[config.mk]
export PLATFORM = sky130hd
export DESIGN_NAME = circuit2_seq_ctrl
export DESIGN_NICKNAME = d
export VERILOG_FILES = /design/src/rtl/circuit2_seq_ctrl.sv
export SDC_FILE = /design/constraint.sdc
export NUM_CORES = 1
export LEC_CHECK = 0
export ABC_AREA = 1
export CAP_MARGIN = 20
export CORE_MARGIN = 3
export CORE_UTILIZATION = 24
export DETAILED_ROUTE_END_ITERATION = 7
export DONT_BUFFER_PORTS = 1
export PLACE_DENSITY = 0.42
export SLEW_MARGIN = 10
export SYNTH_ARGS = -nofsm -noshare
export SYNTH_HDL_FRONTEND = slang
export SYNTH_SLANG_ARGS = --single-unit
[constraint.sdc]
create_clock -name Clk -period 3 [get_ports Clk]
set_input_delay 0.9 -clock Clk [delete_from_list [all_inputs] [get_ports Clk]]
set_output_delay 0.9 -clock Clk [all_outputs]
set_load 0.1 [all_outputs]
[src/rtl/circuit2_seq_ctrl.sv]
// Resource-shared Circuit2 scheduler: one add/sub unit sequenced by an FSM over a valid/ready stream.
// Optional build macro CIRCUIT2_EARLY_SKIP_EN: skip the a-b step when d==e (f is unused then).
module circuit2_seq_ctrl #(
  parameter int WIDTH     = 32,
  parameter int CNT_WIDTH = 16
) (
  input  logic                 Clk,
  input  logic                 Rst,
  input  logic                 in_valid,
  output logic                 in_ready,
  input  logic [WIDTH-1:0]     a,
  input  logic [WIDTH-1:0]     b,
  input  logic [WIDTH-1:0]     c,
  output logic                 out_valid,
  input  logic                 out_ready,
  output logic [WIDTH-1:0]     x,
  output logic [WIDTH-1:0]     z,
  output logic                 busy,
  output logic [CNT_WIDTH-1:0] op_cnt
);

  typedef enum logic [2:0] {
    IDLE  = 3'd0,
    S_D   = 3'd1,
    S_E   = 3'd2,
    S_F   = 3'd3,
    S_CMP = 3'd4,
    S_OUT = 3'd5
  } state_t;

  state_t           state;
  logic [WIDTH-1:0] a_r, b_r, c_r;
  logic [WIDTH-1:0] d_r, e_r, f_r;
  logic [WIDTH-1:0] alu_b;
  logic [WIDTH-1:0] alu_y;
  logic             alu_sub;

  // x = min(d,e), doubled when d is the strictly smaller one
  function automatic logic [WIDTH-1:0] calc_x(input logic [WIDTH-1:0] d,
                                               input logic [WIDTH-1:0] e);
    logic             lt;
    logic [WIDTH-1:0] g;
    lt = (d < e);
    g  = lt ? d : e;
    return g << lt;
  endfunction

  function automatic logic [WIDTH-1:0] calc_z(input logic [WIDTH-1:0] d,
                                               input logic [WIDTH-1:0] e,
                                               input logic [WIDTH-1:0] f);
    logic             eq;
    logic [WIDTH-1:0] g;
    logic [WIDTH-1:0] h;
    eq = (d == e);
    g  = (d < e) ? d : e;
    h  = eq ? g : f;
    return h >> eq;
  endfunction

  // Shared ALU operand select: b for d and f, c for e; subtract only in S_F
  always_comb begin
    alu_b   = b_r;
    alu_sub = 1'b0;
    if (state == S_E) alu_b = c_r;
    if (state == S_F) alu_sub = 1'b1;
    alu_y = alu_sub ? (a_r - alu_b) : (a_r + alu_b);
  end

  assign in_ready = (state == IDLE);
  assign busy     = (state != IDLE);

  always_ff @(posedge Clk) begin
    if (Rst) begin
      state     <= IDLE;
      out_valid <= 1'b0;
      x         <= '0;
      z         <= '0;
      op_cnt    <= '0;
      a_r       <= '0;
      b_r       <= '0;
      c_r       <= '0;
      d_r       <= '0;
      e_r       <= '0;
      f_r       <= '0;
    end else begin
      case (state)
        IDLE: begin
          if (in_valid) begin
            a_r   <= a;
            b_r   <= b;
            c_r   <= c;
            state <= S_D;
          end
        end
        S_D: begin
          d_r   <= alu_y;
          state <= S_E;
        end
        S_E: begin
          e_r <= alu_y;
`ifdef CIRCUIT2_EARLY_SKIP_EN
          state <= (alu_y == d_r) ? S_CMP : S_F;
`else
          state <= S_F;
`endif
        end
        S_F: begin
          f_r   <= alu_y;
          state <= S_CMP;
        end
        S_CMP: begin
          x         <= calc_x(d_r, e_r);
          z         <= calc_z(d_r, e_r, f_r);
          out_valid <= 1'b1;
          state     <= S_OUT;
        end
        S_OUT: begin
          if (out_ready) begin
            out_valid <= 1'b0;
            op_cnt    <= op_cnt + CNT_WIDTH'(1);
            state     <= IDLE;
          end
        end
        default: begin
          out_valid <= 1'b0;
          state     <= IDLE;
        end
      endcase
    end
  end

endmodule

==> results of run 1 <==
cells by family (layout without fill, tap and decap cells):
family / after synthesis / after routing / share of synthesized area (%)
other cells: 0 / 1 / 0
buf+inv: 447 / 758 / 11.61
compound gates: 539 / 539 / 19.63
fa+ha+maj: 65 / 65 / 5.455
simple gates: 845 / 845 / 24.14
xor+xnor: 42 / 42 / 2.445
flops: 276 / 276 / 36.72
worst paths after layout:
kind / to / slack (ns) / depth (start not counted)
min reg2reg: b_r[21] / 0.45 / 2
max reg2reg: e_r[19] / -0.54 / 25
max: e_r[19] / -0.54 / 25
min: z[27] / 0.43 / 1
placed cells by master (no fill, tap or decap), types with 5 or more instances in the layout:
master     count
a21o_1         5
a21oi_1      243
a21oi_2       24
a21oi_4        8
buf_12        13
buf_4        322
buf_6         32
clkbuf_1       8
clkbuf_16     37
clkbuf_8       9
dfxtp_1      273
ha_1          51
ha_4           9
inv_1        306
inv_2         14
nand2_1      366
nand2_2       46
nand2_4       24
nand3_1      216
nand3_2       30
nand3_4        7
nand4_1       12
nor2_1        72
nor2_2        25
nor2_4        25
o211ai_1      55
o21a_1        16
o21ai_0      113
o21ai_1       25
o21ai_2       20
o21ai_4        6
o21bai_1      12
xor2_1        23
xor2_2         9
sequential cells by signal, indices dropped and copies added (netlist names):
register / flops
out_valid: 1
state: 3
a_r: 32
d_r: 32
x: 32
f_r: 32
z: 32
e_r: 32
c_r: 32
op_cnt: 16
b_r: 32
timing repair:
item,4_1_cts,5_1_grt
setup buffers,38,20
pin swaps,67,88
gates resized for setup,178,213
cloned,3,2
setup endpoints to repair,78,90
cell type report:
| type | count | area [um2] | share of cell area, % |
|---|---|---|---|
| diodes | 1 | 2.502 | 0.01168 |
| clock buffers | 52 | 1030 | 4.807 |
| clock inverters | 10 | 167.7 | 0.7827 |
| inverters | 325 | 1234 | 5.759 |
| multi-input cells | 1491 | 9269 | 43.27 |
| flip-flops and latches | 276 | 5529 | 25.81 |
| well taps | 837 | 1047 | 4.889 |
| repair buffers | 371 | 3143 | 14.67 |
per-stage QoR:
stage          instances  worst slack (ns)  hold WS [ns]
2_1_floorplan       2214          -0.07502        0.4297
3_3_place_gp        3244           -0.7721        0.4393
3_5_place_dp        3244           -0.8230        0.4484
4_1_cts             3344           -0.5834        0.3779
5_1_grt             3362           -0.7686        0.3936
6_report            3363           -0.5400        0.4271
layer usage:
metal	vias to the layer above	wire [um]	share of wire (%)	GRT usage, %
met2	286	25760	47	27.50
li1	7854	-	-	-
met5	-	0	0	0
met3	58	2321	4.2	2.864
met4	0	855	1.6	3.433
met1	7111	26060	47	21.69
power by group:
| group | switching (uW) | internal (uW) |
|---|---|---|
| Combinational | 3490 | 2480 |
| Clock | 1730 | 2660 |
| Sequential | 202 | 3980 |
==> flow_summary.ini, run 1 <==
[die]
ios = 183
dieWidth_um = 256.4
rows = 91
dieArea_um2 = 65740
initial_core_util_pct = 24.34
core_um2 = 61830
fp.dieH_um = 256.4

[power]
power_density_nw_per_um2 = 678.8
power_leakage_uw = 0.009612
ir_drop_v = 0.0003568
totalPowerFinal_uw = 14540

[clock_tree]
clock_latency_ns = 0.56
cts_root_buffer = clkbuf_16
cts.sinks = 276
cts_tree = built
cts_hold_buf = 0
htree_levels = 2
cts_buffers = 35
clkTransAtPathRegs_ns = 0.07
clk_path_buf_depth = 3

[run_status]
violations = setup timing
status = finished, violations left

[synthesis]
yosysMostFrequentCell = nand2_1
synth_edf_count = 0
ys_ff_latch = 276
synth_ff_type = dfxtp_1
syn_avg_cell_area_um2 = 6.796
syn_area_um2 = 15050
synth.cells.most_frequent = nand2_1 (433), inv_1 (321), dfxtp_1 (276), a21oi_1 (275), nand3_1 (252)
postSynthCellCount = 2214
synth_top_cells_by_area = dfxtp_1 (37%), nand2_1 (11%), a21oi_1 (9.1%), nand3_1 (8.4%), inv_1 (8.0%)
async_flop_share_pct = 0
yosys.area.top_type = dfxtp_1
synthDistinctLibCells = 42
synthesis.nets = 2379
yosysSeqAreaShare_pct = 36.72
yosys_warnings = 0
synth_top_area_share_pct = 36.72

[worst_setup_path]
cpPeakStageDelay_ns = 0.44
startpoint_type = register
end_kind = register
crit_required_ns = 3.44
startpoint = state[2]
worst-path-buf-inv = 5
critPathTopFamily = simple AND/OR/NAND/NOR gates
crit_path_top_delay_cell = ha_1
worst-setup-path-type = reg2reg
cp_max_fo = 6
rr_startpoint = state[2]
worstPathArrival_ns = 3.98
crit_top_cell = nor2_4

[timing]
skew_ns = 0.01791
drv_slew = 0
setup_ws_ns = -0.5400
fin_crit_ns = 3.540
slew_headroom_pct = 59.02
worst_pin_slew_ns = 0.6148
setup_viol = 81
fin_crit_sh_pct = 118.0
tns_ns = -28.53
finalHoldViolations = 0
rsz0062_at_grt = true
fmax_mhz = 282.5

[global_routing]
grt_pass1_wl_um = 85890
overflow = 0
track_usage_pct = 16.26
grt_max_degree = 117
grt_antenna_before_repair = 1
grt_pass1_vias = 15070

[placement]
dp_hpwl_um = 40360
gp_congestion = 0.8822
dpl_cell_area_um2 = 18200
portBuffers = 0

[final_layout]
fillerInstances = 6588
drive_above_1_share_pct = 28.16
final_area_um2 = 21420
syn2layout_area_growth_pct = 42.37
fin_util_pct = 34.65
num-nets-final = 2665

[drt]
via_per_inst = 4.552
wl_per_cell_um = 16.36
via_count = 15310
drcViolationCount = 0
firstDrtPassIters = 5
drt_iter0_drc = 655
drtAntennaViolNets = 0
wl_um = 55000

[job]
max-cap-violations = 0

[hold_path]
hold_path_class = in2reg
worstHoldStart = Rst
(Power assumes the default switching activity.)
==> run 2, diff against run 1 <==
--- a/config.mk
+++ b/config.mk
@@ -6,7 +6,6 @@
 export NUM_CORES = 1
 export LEC_CHECK = 0
 export ABC_AREA = 1
-export CAP_MARGIN = 20
 export CORE_MARGIN = 3
 export CORE_UTILIZATION = 24
 export DETAILED_ROUTE_END_ITERATION = 7
==> results of run 2 <==
The final DEF is identical to that of run 1; final timing and power are the same.
==> run 3, diff against run 2 <==
--- a/config.mk
+++ b/config.mk
@@ -10,7 +10,7 @@
 export CORE_UTILIZATION = 24
 export DETAILED_ROUTE_END_ITERATION = 7
 export DONT_BUFFER_PORTS = 1
-export PLACE_DENSITY = 0.42
+export SKIP_CTS_REPAIR_TIMING = 1
 export SLEW_MARGIN = 10
 export SYNTH_ARGS = -nofsm -noshare
 export SYNTH_HDL_FRONTEND = slang
==> run 3 against run 2 <==
The flow still finishes with violations (setup timing). Via count increased by 0.42%. Die area unchanged. Clock-buffer cell count is 13 lower. Sequential share of layout area rose by 0.47 points. Largest power group unchanged. Highest routed layer unchanged. Design area is 1.8% lower. Register-to-register slack worse by 0.04 ns. Worst hold slack got worse by 0.025 ns. Setup slack lost 0.042 ns. Critical path depth is 1 higher. Sequential cell count stayed put. Clock power is 1% lower. Routed wire length down 3.6%.
==> flow_summary.ini, run 3 (same netlist as run 1, synthesis figures left out) <==
[drt]
drcViolationCount = 0
drtAntennaViolNets = 0
drt_iter0_drc = 913
via_count = 15370
firstDrtPassIters = 6
wl_um = 53010
via_per_inst = 4.629
wl_per_cell_um = 15.96

[placement]
dp_hpwl_um = 38340
dpl_cell_area_um2 = 18080
portBuffers = 0
place_inst = 3232
gp_congestion = 0.9048

[clock_tree]
htree_levels = 2
clock_latency_ns = 0.57
cts_root_buffer = clkbuf_16
cts_tree = built
clkTransAtPathRegs_ns = 0.06
cts_buffers = 35
clk_path_buf_depth = 3
cts.sinks = 276

[timing]
rsz0062_at_grt = true
skew_ns = 0.03635
setup_ws_ns = -0.5825
fin_crit_ns = 3.583
drv_slew = 0
setup_viol = 78
fin_crit_sh_pct = 119.4
fmax_mhz = 279.1
slew_headroom_pct = 46.86
finalHoldViolations = 0
worst_pin_slew_ns = 0.7970

[worst_setup_path]
crit_required_ns = 3.46
worst-path-buf-inv = 6
crit_top_cell = nand2_2
worst-setup-path-type = reg2reg
end_kind = register
cp_max_fo = 8
critPathTopFamily = simple AND/OR/NAND/NOR gates
crit_path_top_delay_cell = dfxtp_2
worstPathArrival_ns = 4.04
startpoint_type = register
cpPeakStageDelay_ns = 0.34

[final_layout]
final_cell_mix = nand2_1 (365), inv_1 (306), buf_4 (287)
final_area_um2 = 21040
drive_above_1_share_pct = 27.10
layout_commonest_cell = nand2_1
num-nets-final = 2624
fin_cells = 3321
syn2layout_area_growth_pct = 39.80
fillerInstances = 6461

[power]
combPwrFrac_pct = 40.1
p_clk_share_pct = 30.5
ir_drop_v = 0.0005475
power_density_nw_per_um2 = 677.1
totalPowerFinal_uw = 14240
p_seq_share_pct = 29.4
p_int_uw = 8857
switching_power_uw = 5387
swShare_pct = 37.82
power_leakage_uw = 0.009346

[die]
dieWidth_um = 256.4
ios = 183
initial_core_util_pct = 24.34
core_um2 = 61830
rows = 91
dieArea_um2 = 65740
fp.dieH_um = 256.4

[job]
max-cap-violations = 0

[global_routing]
overflow = 0
grt_pass1_wl_um = 81030
grt_max_degree = 152
track_usage_pct = 15.24
grt_pass1_vias = 14440
grt_antenna_before_repair = 1

[run_status]
status = finished, violations left
violations = setup timing

[hold_path]
hold_path_class = in2reg
-- run 3: power by group through the flow --
stage                     clock [uW]  sequential (uW)  combinational (uW)
after CTS                       4460             4180                4630
after detailed placement           0             4250                4610
after floorplan                    0             4320                2610
after global routing            4590             4220                6210
final                           4340             4190                5720
after global placement             0             4250                4590
-- run 3: worst register-to-register path: cells and delay by family (launching register included) --
family / cells / cell delay [ns]
compound gates: 5 / 0.75
simple gates: 13 / 1.30
xor+xnor: 1 / 0.24
fa+ha+maj: 1 / 0.27
buf+inv: 6 / 0.62
flops: 1 / 0.34
-- run 3: stage by stage --
stage	TNS (ns)	util [%]	hold slack [ns]	setup slack, ns
final	-29.22	34.02	0.4024	-0.5825
after global routing	-42.92	34.02	0.3785	-0.7926
after CTS	-32.91	31.14	0.3938	-0.6955
after detailed placement	-30.42	29.25	0.4470	-0.6771
after global placement	-30.15	29.25	0.4386	-0.6512
after floorplan	-1.320	-	0.4297	-0.07502
-- run 3: worst paths after layout --
check,from,end,slack (ns),depth (start not counted)
min reg2reg,c_r[21],c_r[21],0.45,2
max,state[0],e_r[19],-0.58,26
max reg2reg,state[0],e_r[19],-0.58,26
min,Rst,z[13],0.40,1
-- run 3: final cells by class --
cell class	count	area [um2]	area share [%]
repair buffers	330	2771	13.18
clock inverters	22	260.3	1.237
flip-flops and latches	276	5529	26.28
inverters	325	1225	5.823
diodes	1	2.502	0.01190
well taps	837	1047	4.979
clock buffers	39	910.9	4.330
multi-input cells	1491	9289	44.16
-- run 3: layer usage --
layer | GRT usage [%] | wire [um]
met1 | 20.90 | 24520
met2 | 24.80 | 24510
met3 | 2.558 | 2869
met4 | 3.953 | 1115
met5 | 0 | 0
